## src/rtl/cdb_arbiter_if.sv

```systemverilog
// cdb_arbiter_if: groups the completion-side handshake and the CDB broadcast
// bus of cdb_arbiter.
//
// Handshake: comp_valid[i]/comp_ready[i] form a valid/ready pair per source.
// A transfer happens on a rising clock edge where both are high. comp_ready
// depends only on buffer occupancy. A producer that sees valid without ready
// must hold valid, tag and data stable until the transfer happens. The CDB
// side has no ready: cdb_valid is a one-cycle broadcast that consumers must
// take when it appears.
//
// Signals:
//   comp_valid/comp_tag/comp_data  producer -> arbiter, per-source packed
//   comp_ready                     arbiter -> producer, per source
//   cdb_valid/cdb_tag/cdb_data     broadcast result
//   cdb_src                        winning source index
//   rs_free                        one-hot RS entry release pulse
//   dbg_rr_ptr                     round-robin pointer, observation only
interface cdb_arbiter_if #(
  parameter int NUM_SRC = 5,
  parameter int TAG_W   = 6,
  parameter int DATA_W  = 32
);
  localparam int SRC_W = (NUM_SRC > 1) ? $clog2(NUM_SRC) : 1;

  logic [NUM_SRC-1:0]        comp_valid;
  logic [NUM_SRC*TAG_W-1:0]  comp_tag;
  logic [NUM_SRC*DATA_W-1:0] comp_data;
  logic [NUM_SRC-1:0]        comp_ready;
  logic                      cdb_valid;
  logic [TAG_W-1:0]          cdb_tag;
  logic [DATA_W-1:0]         cdb_data;
  logic [SRC_W-1:0]          cdb_src;
  logic [NUM_SRC-1:0]        rs_free;
  logic [SRC_W-1:0]          dbg_rr_ptr;

  modport master (
    output comp_valid, comp_tag, comp_data,
    input  comp_ready, cdb_valid, cdb_tag, cdb_data, cdb_src, rs_free, dbg_rr_ptr
  );

  modport slave (
    input  comp_valid, comp_tag, comp_data,
    output comp_ready, cdb_valid, cdb_tag, cdb_data, cdb_src, rs_free, dbg_rr_ptr
  );
endinterface

```

## src/rtl/cdb_arbiter.sv

```systemverilog
// cdb_arbiter: buffers completed results from NUM_SRC functional-unit slots in
// per-source FIFOs and broadcasts at most one per cycle on the common data
// bus, chosen round-robin. Each broadcast also pulses the one-hot rs_free
// vector for the reservation-station entry that matches the source.
//
// Ports:
//   clock  rising-edge clock
//   reset  synchronous active-high reset; clears FIFOs, pointer and outputs
//   flush  synchronous squash; empties FIFOs, drops enqueues, rr_ptr -> 0
//   bus    cdb_arbiter_if.slave (completion handshake + CDB outputs)
module cdb_arbiter #(
  parameter int NUM_SRC = 5,
  parameter int DEPTH   = 2,
  parameter int TAG_W   = 6,
  parameter int DATA_W  = 32
) (
  input  logic          clock,
  input  logic          reset,
  input  logic          flush,
  cdb_arbiter_if.slave  bus
);
  localparam int SRC_W = (NUM_SRC > 1) ? $clog2(NUM_SRC) : 1;
  localparam int PTR_W = (DEPTH > 1) ? $clog2(DEPTH) : 1;
  localparam int CNT_W = $clog2(DEPTH + 1);
  localparam int ENT_W = TAG_W + DATA_W;

  logic [ENT_W-1:0]   mem    [NUM_SRC][DEPTH];
  logic [PTR_W-1:0]   rd_ptr [NUM_SRC];
  logic [PTR_W-1:0]   wr_ptr [NUM_SRC];
  logic [CNT_W-1:0]   count  [NUM_SRC];
  logic [SRC_W-1:0]   rr_ptr;

  logic [NUM_SRC-1:0] not_empty;
  logic [NUM_SRC-1:0] ready;
  logic [NUM_SRC-1:0] push;
  logic [NUM_SRC-1:0] pop;
  logic               grant_valid;
  logic [SRC_W-1:0]   grant_idx;
  logic [ENT_W-1:0]   head;

  logic               cdb_valid_q;
  logic [TAG_W-1:0]   cdb_tag_q;
  logic [DATA_W-1:0]  cdb_data_q;
  logic [SRC_W-1:0]   cdb_src_q;
  logic [NUM_SRC-1:0] rs_free_q;

  // Explicit wrap keeps DEPTH=1 (single-bit pointer stuck at 0) correct.
  function automatic logic [PTR_W-1:0] next_ptr(input logic [PTR_W-1:0] p);
    return (p == PTR_W'(DEPTH - 1)) ? '0 : p + 1'b1;
  endfunction

  // Ready uses the pre-pop count, so a full FIFO refuses even while popping.
  always_comb begin
    not_empty = '0;
    ready     = '0;
    push      = '0;
    for (int i = 0; i < NUM_SRC; i++) begin
      not_empty[i] = (count[i] != '0);
      ready[i]     = (count[i] < CNT_W'(DEPTH));
      push[i]      = bus.comp_valid[i] && ready[i];
    end
  end

  // Round robin as two passes: sources at/after rr_ptr first, then the
  // sources below it (the wrapped part of the scan).
  always_comb begin
    grant_valid = 1'b0;
    grant_idx   = '0;
    for (int i = 0; i < NUM_SRC; i++) begin
      if (!grant_valid && (SRC_W'(i) >= rr_ptr) && not_empty[i]) begin
        grant_valid = 1'b1;
        grant_idx   = SRC_W'(i);
      end
    end
    for (int i = 0; i < NUM_SRC; i++) begin
      if (!grant_valid && (SRC_W'(i) < rr_ptr) && not_empty[i]) begin
        grant_valid = 1'b1;
        grant_idx   = SRC_W'(i);
      end
    end
  end

  always_comb begin
    pop  = grant_valid ? (NUM_SRC'(1) << grant_idx) : '0;
    head = mem[grant_idx][rd_ptr[grant_idx]];
  end

  // Per-source FIFO state. Flush discards pending pops and pushes alike.
  always_ff @(posedge clock) begin
    for (int i = 0; i < NUM_SRC; i++) begin
      if (reset || flush) begin
        rd_ptr[i] <= '0;
        wr_ptr[i] <= '0;
        count[i]  <= '0;
      end else begin
        if (push[i]) begin
          mem[i][wr_ptr[i]] <= {bus.comp_tag[i*TAG_W +: TAG_W],
                                bus.comp_data[i*DATA_W +: DATA_W]};
          wr_ptr[i] <= next_ptr(wr_ptr[i]);
        end
        if (pop[i]) begin
          rd_ptr[i] <= next_ptr(rd_ptr[i]);
        end
        case ({push[i], pop[i]})
          2'b10:   count[i] <= count[i] + CNT_W'(1);
          2'b01:   count[i] <= count[i] - CNT_W'(1);
          default: count[i] <= count[i];
        endcase
      end
    end
  end

  // Registered broadcast. Tag/data/src hold on idle and flush cycles.
  always_ff @(posedge clock) begin
    if (reset) begin
      cdb_valid_q <= 1'b0;
      cdb_tag_q   <= '0;
      cdb_data_q  <= '0;
      cdb_src_q   <= '0;
      rs_free_q   <= '0;
      rr_ptr      <= '0;
    end else if (flush) begin
      cdb_valid_q <= 1'b0;
      rs_free_q   <= '0;
      rr_ptr      <= '0;
    end else if (grant_valid) begin
      cdb_valid_q <= 1'b1;
      cdb_tag_q   <= head[ENT_W-1:DATA_W];
      cdb_data_q  <= head[DATA_W-1:0];
      cdb_src_q   <= grant_idx;
      rs_free_q   <= pop;
      rr_ptr      <= (grant_idx == SRC_W'(NUM_SRC - 1)) ? '0 : grant_idx + 1'b1;
    end else begin
      cdb_valid_q <= 1'b0;
      rs_free_q   <= '0;
    end
  end

  assign bus.comp_ready = ready;
  assign bus.cdb_valid  = cdb_valid_q;
  assign bus.cdb_tag    = cdb_tag_q;
  assign bus.cdb_data   = cdb_data_q;
  assign bus.cdb_src    = cdb_src_q;
  assign bus.rs_free    = rs_free_q;
  assign bus.dbg_rr_ptr = rr_ptr;

  for (genvar g = 0; g < NUM_SRC; g++) begin : g_fifo_chk
    a_no_overflow: assert property (@(posedge clock) disable iff (reset)
      !(push[g] && (count[g] == CNT_W'(DEPTH))));
    a_no_underflow: assert property (@(posedge clock) disable iff (reset)
      !(pop[g] && !not_empty[g]));
    a_count_range: assert property (@(posedge clock) disable iff (reset)
      count[g] <= CNT_W'(DEPTH));
  end

  a_free_onehot: assert property (@(posedge clock) disable iff (reset)
    $onehot0(rs_free_q));
endmodule

```

## src/flat_wrapper.sv

```systemverilog
// flat-port wrapper written by rule: the top's interface ports become plain ports
module cdb_arbiter_flat 
#(
  parameter int NUM_SRC = 5,
  parameter int DEPTH   = 2,
  parameter int TAG_W   = 6,
  parameter int DATA_W  = 32
)
  (clock, reset, flush, bus_comp_valid, bus_comp_tag, bus_comp_data, bus_comp_ready, bus_cdb_valid, bus_cdb_tag, bus_cdb_data, bus_cdb_src, bus_rs_free, bus_dbg_rr_ptr);
  cdb_arbiter_if #(.NUM_SRC(NUM_SRC), .TAG_W(TAG_W), .DATA_W(DATA_W)) bus_i ();
  input  logic clock;
  input  logic reset;
  input  logic flush;
  input wire logic [$bits(bus_i.comp_valid)-1:0] bus_comp_valid;
  input wire logic [$bits(bus_i.comp_tag)-1:0] bus_comp_tag;
  input wire logic [$bits(bus_i.comp_data)-1:0] bus_comp_data;
  output wire logic [$bits(bus_i.comp_ready)-1:0] bus_comp_ready;
  output wire logic [$bits(bus_i.cdb_valid)-1:0] bus_cdb_valid;
  output wire logic [$bits(bus_i.cdb_tag)-1:0] bus_cdb_tag;
  output wire logic [$bits(bus_i.cdb_data)-1:0] bus_cdb_data;
  output wire logic [$bits(bus_i.cdb_src)-1:0] bus_cdb_src;
  output wire logic [$bits(bus_i.rs_free)-1:0] bus_rs_free;
  output wire logic [$bits(bus_i.dbg_rr_ptr)-1:0] bus_dbg_rr_ptr;
  assign bus_i.comp_valid = bus_comp_valid;
  assign bus_i.comp_tag = bus_comp_tag;
  assign bus_i.comp_data = bus_comp_data;
  assign bus_comp_ready = bus_i.comp_ready;
  assign bus_cdb_valid = bus_i.cdb_valid;
  assign bus_cdb_tag = bus_i.cdb_tag;
  assign bus_cdb_data = bus_i.cdb_data;
  assign bus_cdb_src = bus_i.cdb_src;
  assign bus_rs_free = bus_i.rs_free;
  assign bus_dbg_rr_ptr = bus_i.dbg_rr_ptr;
  cdb_arbiter #(.NUM_SRC(NUM_SRC), .DEPTH(DEPTH), .TAG_W(TAG_W), .DATA_W(DATA_W)) u_core (.clock(clock), .reset(reset), .flush(flush), .bus(bus_i));
endmodule
```

## config.mk

```make
export PLATFORM = sky130hd
export DESIGN_NAME = cdb_arbiter_flat
export DESIGN_NICKNAME = d
export VERILOG_FILES = /design/src/rtl/cdb_arbiter_if.sv /design/src/rtl/cdb_arbiter.sv /design/src/flat_wrapper.sv
export SDC_FILE = /design/constraint.sdc
export NUM_CORES = 1
export LEC_CHECK = 0
export CELL_PAD_IN_SITES_DETAIL_PLACEMENT = 0
export CELL_PAD_IN_SITES_GLOBAL_PLACEMENT = 1
export CORE_UTILIZATION = 48
export DETAILED_ROUTE_END_ITERATION = 16
export PLACE_DENSITY_LB_ADDON = 0.1
export SYNTH_ARGS = -nofsm -noshare
export SYNTH_HDL_FRONTEND = slang
export SYNTH_SLANG_ARGS = --single-unit
export TNS_END_PERCENT = 100
```

## constraint.sdc

```tcl
create_clock -name clock -period 7.25 [get_ports clock]
set_clock_uncertainty 0.1 [all_clocks]
set_input_delay 1.0875 -clock clock [delete_from_list [all_inputs] [get_ports clock]]
set_output_delay 1.0875 -clock clock [all_outputs]
set_load 0.005 [all_outputs]
```

After elaboration in Yosys (flattened, before gate mapping)
Memory sizes are Yosys's and may differ from the RTL's.
Index checks and enable logic that the tools add are counted.
{ "totals": {"regBits": 50, "ram_bits": 400, "inputBits": 198, "output_inout_bits": 55, "wordCells": 306, "memories": 4} }
{ "op_classes": {"n_addsub": 21, "n_lt_le_gt_ge": 26, "eq_ne": 11, "shifts": 1, "n_mux": 152, "bitwise": 33, "n_reduce_logical": 52} }
{ "memory_table": {"columns": ["name", "words", "word_bits", "read_ports", "rd_clocked_by_memory_dff", "wr", "line", "source"], "rows": [
  ["u_core.mem", 5, 76, 1, 0, 5, "cdb_arbiter.sv:27", "logic [ENT_W-1:0] mem [NUM_SRC][DEPTH];"],
  ["u_core.count", 5, 2, 5, 0, 5, "cdb_arbiter.sv:30", "logic [CNT_W-1:0] count [NUM_SRC];"],
  ["u_core.rd_ptr", 5, 1, 6, 0, 5, "cdb_arbiter.sv:28", "logic [PTR_W-1:0] rd_ptr [NUM_SRC];"],
  ["u_core.wr_ptr", 5, 1, 5, 0, 5, "cdb_arbiter.sv:29", "logic [PTR_W-1:0] wr_ptr [NUM_SRC];"]
]} }
{ "ops": {"columns": ["operator", "n"], "rows": [
  ["$mux 76", 5],
  ["$mux 38", 8],
  ["$demux 38 s1", 5],
  ["$mux 1", 109],
  ["$mux 2", 17],
  ["$logic_and 1x1->1", 29],
  ["$or 1x1->1", 25],
  ["$mux 3", 7],
  ["$ge 2x2->1 const B", 6],
  ["$not 1->2", 6],
  ["$reduce_or 2->1", 6],
  ["$add 1x1->1 const B", 10],
  ["$add 2x1->2 const B", 5],
  ["$eq 2x1->1 const B", 5],
  ["$eq 2x2->1 const B", 5],
  ["$lt 2x1->1 const B", 5],
  ["$lt 2x2->1 const B", 5],
  ["$reduce_bool 2->1", 5],
  ["$sub 2x1->2 const B", 5],
  ["$logic_not 1->1", 9],
  ["$ge 1x3->1 const A", 2],
  ["$ge 2x3->1 const A", 2],
  ["$lt 1x3->1 const A", 2],
  ["$lt 2x3->1 const A", 2],
  ["other kinds (10)", 11]
]} }

Longest topological paths before layout
An unclocked memory read counts as a cell.
{ "logic_depth": {"ltp_word": 49, "mapped_depth": 15, "depth_no_buf": 13} }

Worst setup path before layout
OpenSTA, ideal clock, no wires.
{ "synth_timing": {"path_type": "input port to flip-flop", "startpoint": "in flush", "endpoint": "mem u_core.wr_ptr[0] in the netlist's numbering (data pin)", "setup_time_ns": 0.722, "arrival_time_ns": 4.366, "required_time_ns": 6.428, "path_slack_ns": 2.062, "cell_stages": 4, "path_buffers": 2, "path_cell_list": "or2_2 > clkbuf_1 > clkbuf_1 > nor3_1"} }
{ "synth_rtl": {"columns": ["element", "line", "source"], "rows": [
  ["start, declared", "flat_wrapper.sv:13", "input logic flush;"],
  ["end, declared", "cdb_arbiter.sv:29", null]
]} }

Worst setup path in the final report
{ "layout_timing": {"startpoint": "reg u_core.rr_ptr[0], in the netlist u_core.bus.dbg_rr_ptr[0]", "endpoint": "reg u_core.cdb_data_q[26], in the netlist u_core.bus.cdb_data[26]"} }
{ "layout_via": {"elab_chain_len": 44, "word_cells_on_any_way": 64, "cone_classes": "10 x order compare; 22 x mux; 1 x bitwise; 29 x reduce/logical; 2 x memory"} }
{ "layout_lines": {"columns": ["element", "line", "source"], "rows": [
  ["start, declared", "cdb_arbiter.sv:31", "logic [SRC_W-1:0] rr_ptr;"],
  ["start signal, assigned", "cdb_arbiter.sv:132", "rr_ptr <= (grant_idx == SRC_W'(NUM_SRC - 1)) ? '0 : grant_idx + 1'b1;"],
  ["$ge 1x3->1", "cdb_arbiter.sv:70", "if (!grant_valid && (SRC_W'(i) >= rr_ptr) && not_empty[i]) begin"],
  ["$logic_and 1x1->1", "cdb_arbiter.sv:70", null],
  ["$mux 1", "cdb_arbiter.sv:70", null],
  ["$logic_not 1->1", "cdb_arbiter.sv:70", null],
  ["$logic_and 1x1->1 (2 in series)", "cdb_arbiter.sv:70", null],
  ["$mux 1", "cdb_arbiter.sv:70", null],
  ["$logic_not 1->1", "cdb_arbiter.sv:70", null],
  ["$logic_and 1x1->1 (2 in series)", "cdb_arbiter.sv:70", null],
  ["[22 not listed]", null, null],
  ["$logic_and 1x1->1 (2 in series)", "cdb_arbiter.sv:76", "if (!grant_valid && (SRC_W'(i) < rr_ptr) && not_empty[i]) begin"],
  ["$mux 1", "cdb_arbiter.sv:76", null],
  ["$logic_not 1->1", "cdb_arbiter.sv:76", null],
  ["$logic_and 1x1->1 (2 in series)", "cdb_arbiter.sv:76", null],
  ["$mux 3", "cdb_arbiter.sv:76", null],
  ["$mem_v2 5x1", null, null],
  ["$not 1->2 (implied by the code)", "cdb_arbiter.sv:85", "head = mem[grant_idx][rd_ptr[grant_idx]];"],
  ["$mux 38 (implied by the code) (3 in series)", "cdb_arbiter.sv:85", null],
  ["end signal, assigned", "cdb_arbiter.sv:129", "cdb_data_q <= head[DATA_W-1:0];"],
  ["end, declared", "cdb_arbiter.sv:43", "logic [DATA_W-1:0] cdb_data_q;"]
]} }
Several ways; a longest one is shown, not always the timed one. The select of a mux whose other input is x is not followed.
A chain may end at the register's enable or synchronous reset.

==> summary.md <==
| Metric | Value |
|---|---|
| Run status | `completed` |
| Dominant cell type by area after synthesis | `sky130_fd_sc_hd__edfxtp_1` |
| Netlist cell types | `51` |
| Number of iterations in the first detailed-routing pass | `5` |
| Number of enable-type register cells in the synthesized netlist | `400` |
| Final global-route overflow total | `0` |
| Cell family with most CP delay | `compound AO/OA/AOI/OAI gates` |
| Max-slew violations | `0` |
| FP Rows | `70` |
| Final worst path period share | `0.673` |
| Gate count after technology mapping | `1,325` |
| Full die area | `37,900 um2` |
| Share of total power in combinational logic | `0.463` |
| Number of resized instances in the post-cts repair step | `0` |
| Share of the yosys chip area belonging to registers | `0.729` |
| Count of final setup violators | `0` |
| Number of hold-repair buffers added at the cts stage | `0` |
| Required @ worst endpoint | `7.66 ns` |
| Post-synth top area share | `0.673` |
| H-tree depth reported by CTS | `2` |
| Sequential fraction of design power | `0.306` |
| Buffer levels on the longest clock path | `3` |
| Cell-by-cell trace of the critical path | `or3_4, o211ai_4, a221oi_4, buf_4, inv_2, nand3_1, o211ai_1, buf_4, o2111ai_1, nand3_1` |
| Transition time at the pin with the least slew margin | `1.21 ns` |
| Routed len/inst | `23.9 um` |
| Last weighted congestion value of the routability-driven placer | `0.803` |
| Total of max-cap violations | `0` |
| Layout Nets | `1,773` |
| CTS tree | `built` |
| Core Area | `36,600 um2` |
| Kind of path behind the tightest hold check | `flip-flop to flip-flop` |
| Setup slack at placement | `2.44 ns` |
| Vias per Instance | `5.83` |
| Buffers inserted during post-CTS setup optimization | `0` |
| Register-to-register setup slack | `2.37 ns` |
| Maximum cell stage delay along the critical path | `0.77 ns` |
| Multi-input gate area | `4290 um2` |
| Via count of the first global-routing pass | `12.0k` |
| Worst ir drop on vdd | `0.871 mV` |
| Pin count of the biggest net entering global routing | `88` |
| Register bit count reported by yosys | `450` |
| Sum of internal, switching and leakage power | `10.3 mW` |
| CP endpoint kind | `flip-flop` |
| Detailed-route wire length | `49,500 um` |
| Signal arrival time at the worst endpoint | `5.28 ns` |
| Final setup slack of the worst path | `2.37 ns` |
| Count of input and output buffers | `252` |
| Clock input transition at the sequential cells of the worst setup and hold paths | `0.06 ns` |
| Sequential Area | `13,000 um2` |
| Time the final worst path needs with I/O delays and setup | `4.88 ns` |
| Synth Net Count | `1,541` |
| Clock latency at the later pin of the worst-skew pair | `0.58 ns` |
| Setup repair after global routing missed its margin | `no` |
| Count of boundary I/O pins | `253` |
| Hold_ws | `0.351 ns` |
| Post-synthesis instance area | `17,800 um2` |
| Reported leakage power | `7.74 nW` |
| Final Instance Count excl. Fillers | `2,069` |
| Layout overhead on the synthesized area | `24.4%` |
| Die width | `195 um` |
| Antenna violations before repair | `7` |
| Largest cells by area after synthesis | `sky130_fd_sc_hd__edfxtp_1, sky130_fd_sc_hd__dfxtp_1, sky130_fd_sc_hd__nand2_1, sky130_fd_sc_hd__a21oi_1, sky130_fd_sc_hd__nand3_1` |
| Final TNS setup | `0 ns` |
| Post-placement cell area | `20,700 um2` |
| Starting density of the core | `0.487` |
| Launch instance of the worst register-to-register path | `u_core.bus.dbg_rr_ptr[0]$_SDFFE_PN0N_` |
| Crit path max-delay cell type | `sky130_fd_sc_hd__o211ai_4` |
| Ys Warns | `0` |
| Sinks on Clock Net | `450` |
| Maximum frequency from static timing analysis | `205 MHz` |
| Count of nets left with antenna violations after detail routing | `0` |
| Hpwl dp | `28,600 um` |
| Global-route wire length before repair | `72,600 um` |
| Vertical extent of the die | `195 um` |
| Worst Min Path Start | `u_core.bus.cdb_data[28]$_SDFFE_PP0P_` |
| Largest fanout on the critical path | `52` |
| Worst r2r dst | `u_core.bus.cdb_data[26]$_SDFFE_PP0P_` |
| Total global-route track usage | `0.260` |
| Part of the power in the clock network | `0.230` |
| Power per cell area | `466 nW/um2` |
| Fill cells | `2,895` |
| # DRC | `0` |
| Crit path kind | `flip-flop to flip-flop` |
| Switching power as a share of total power | `0.425` |
| Most frequently used flop master after synthesis | `sky130_fd_sc_hd__edfxtp_1` |
| Share of final-layout standard cells stronger than drive strength 1 | `0.0752` |
| Final core occ | `0.606` |
| End of the worst hold path | `u_core.bus.cdb_data[28]$_SDFFE_PP0P_` |
| Cell count of the worst reg-to-reg path | `10` |
| Share of async-settable or async-resettable flops after synthesis | `0` |
| Power spent charging and discharging nets | `4.39 mW` |
| Internal | `5.94 mW` |
| Syn_area_per_cell | `13.5 um2` |
| Number of DRC markers in iteration 0 | `1,034` |
| Number of vias in the routed layout | `12.1k` |
| Hold violation total from the final report | `0` |
| Crit start category | `flip-flop` |
| Normalized max-slew margin | `0.190` |
| Number of buffer and inverter stages on the critical path | `3` |
| Root cell of the clock tree | `sky130_fd_sc_hd__clkbuf_16` |
| Cell count after placement | `1,976` |
| Hold Path Depth | `2` |
| Num CTS Buffers | `47` |
| Cell area after layout | `22,200 um2` |
## worst max path at each step
| stage | startpoint | depth (start not counted) | endpoint |
|---|---|---|---|
| after floorplan | flush | 4 | u_core.wr_ptr[0]$_DFFE_PP_ |
| after global placement | u_core.count[0][0]$_DFFE_PP_ | 12 | u_core.bus.cdb_data[7]$_SDFFE_PP0P_ |
| after detailed placement | u_core.count[0][0]$_DFFE_PP_ | 12 | u_core.bus.cdb_tag[0]$_SDFFE_PP0P_ |
| after CTS | u_core.count[0][0]$_DFFE_PP_ | 12 | u_core.bus.cdb_tag[0]$_SDFFE_PP0P_ |
| after global routing | u_core.count[0][0]$_DFFE_PP_ | 12 | u_core.bus.cdb_data[29]$_SDFFE_PP0P_ |
| final | u_core.bus.dbg_rr_ptr[0]$_SDFFE_PN0N_ | 10 | u_core.bus.cdb_data[26]$_SDFFE_PP0P_ |
## area by class of cell
type	count	share of cell area
clock inverters	21	0.00970
repair buffers	273	0.121
multi-input cells	760	0.193
clock buffers	67	0.0587
well taps	468	0.0264
flip-flops and latches	450	0.586
inverters	25	0.00440
diodes	5	0.000564
## layer usage
metal	GRT usage	part of all wire
met5	0	0.00055
met1	0.356	0.43
met2	0.413	0.47
met3	0.0467	0.076
met4	0.105	0.024
## cell families (layout without fill, tap and decap cells)
group                    after synthesis  in the layout  synth area share
AO/OA/AOI/OAI                        261            261             0.105
other                                  0              5                 0
XOR/XNOR                               2              2          0.000982
flip-flops                           450            450             0.729
adder cells (fa/ha/maj)               18             18            0.0126
multiplexers                           5              5           0.00302
AND/OR/NAND/NOR                      474            474             0.116
buffers and inverters                115            386            0.0325
## placed cells by master, fill, tap and decap left out, drive strengths merged, types with 3 or more instances in the layout
cell type	count
a221oi	29
a21oi	100
clkdlybuf4s50	252
buf	21
o21ai	9
and3	37
a211oi	3
o211a	3
mux2	3
a32oi	29
bufinv	4
and2	3
nand2	265
clkinv	16
clkbuf	67
nor3	17
nor2	54
a31oi	28
diode	5
edfxtp	400
o211ai	5
dfxtp	50
nand3	87
inv	25
ha	18
o2111ai	49
## power groups by stage
stage	logic [mW]	registers [mW]	clock network, mW
after floorplan	3.39	3.19	0
after global placement	4.70	3.21	0
after detailed placement	4.76	3.22	0
after CTS	4.78	3.17	2.42
after global routing	5.22	3.19	2.51
final	4.79	3.17	2.38
## cells in the mapped netlist (2+ instances only)
cell	number
sky130_fd_sc_hd__o21a_1	2
sky130_fd_sc_hd__a211oi_1	3
sky130_fd_sc_hd__o2111ai_1	48
sky130_fd_sc_hd__nand3_1	87
sky130_fd_sc_hd__or2_2	2
sky130_fd_sc_hd__and3_1	35
sky130_fd_sc_hd__buf_6	10
sky130_fd_sc_hd__nor3_1	17
sky130_fd_sc_hd__nor2b_1	2
sky130_fd_sc_hd__a32oi_1	29
sky130_fd_sc_hd__o211ai_1	3
sky130_fd_sc_hd__a31oi_1	28
sky130_fd_sc_hd__buf_2	31
sky130_fd_sc_hd__mux2i_1	2
sky130_fd_sc_hd__inv_1	21
sky130_fd_sc_hd__nor2_4	2
sky130_fd_sc_hd__mux2_2	3
sky130_fd_sc_hd__edfxtp_1	400
sky130_fd_sc_hd__and3_4	2
sky130_fd_sc_hd__a221oi_1	28
sky130_fd_sc_hd__o21ai_1	2
sky130_fd_sc_hd__nor2_1	51
sky130_fd_sc_hd__a21oi_1	100
sky130_fd_sc_hd__and2_1	3
sky130_fd_sc_hd__o211a_1	3
sky130_fd_sc_hd__dfxtp_1	50
sky130_fd_sc_hd__buf_4	9
sky130_fd_sc_hd__clkbuf_1	32
sky130_fd_sc_hd__o21ai_0	7
sky130_fd_sc_hd__nand2_1	265
sky130_fd_sc_hd__inv_2	4
sky130_fd_sc_hd__ha_1	18
sky130_fd_sc_hd__nand4_1	2
sky130_fd_sc_hd__buf_1	7
## worst min-delay path: stages, from the launching register on
cell,delay [ns]
sky130_fd_sc_hd__dfxtp_1,0.32
sky130_fd_sc_hd__nand2_1,0.05
sky130_fd_sc_hd__nand3_1,0.05
## sequential cells by signal (all words and copies together) (netlist names), 5 cells and up
signal               count
u_core.mem             380
u_core.bus.cdb_data     32
u_core.count            10
u_core.bus.cdb_tag       6
u_core.bus.rs_free       5
u_core.rd_ptr            5
u_core.wr_ptr            5
Power figures use the tool's default switching activity.
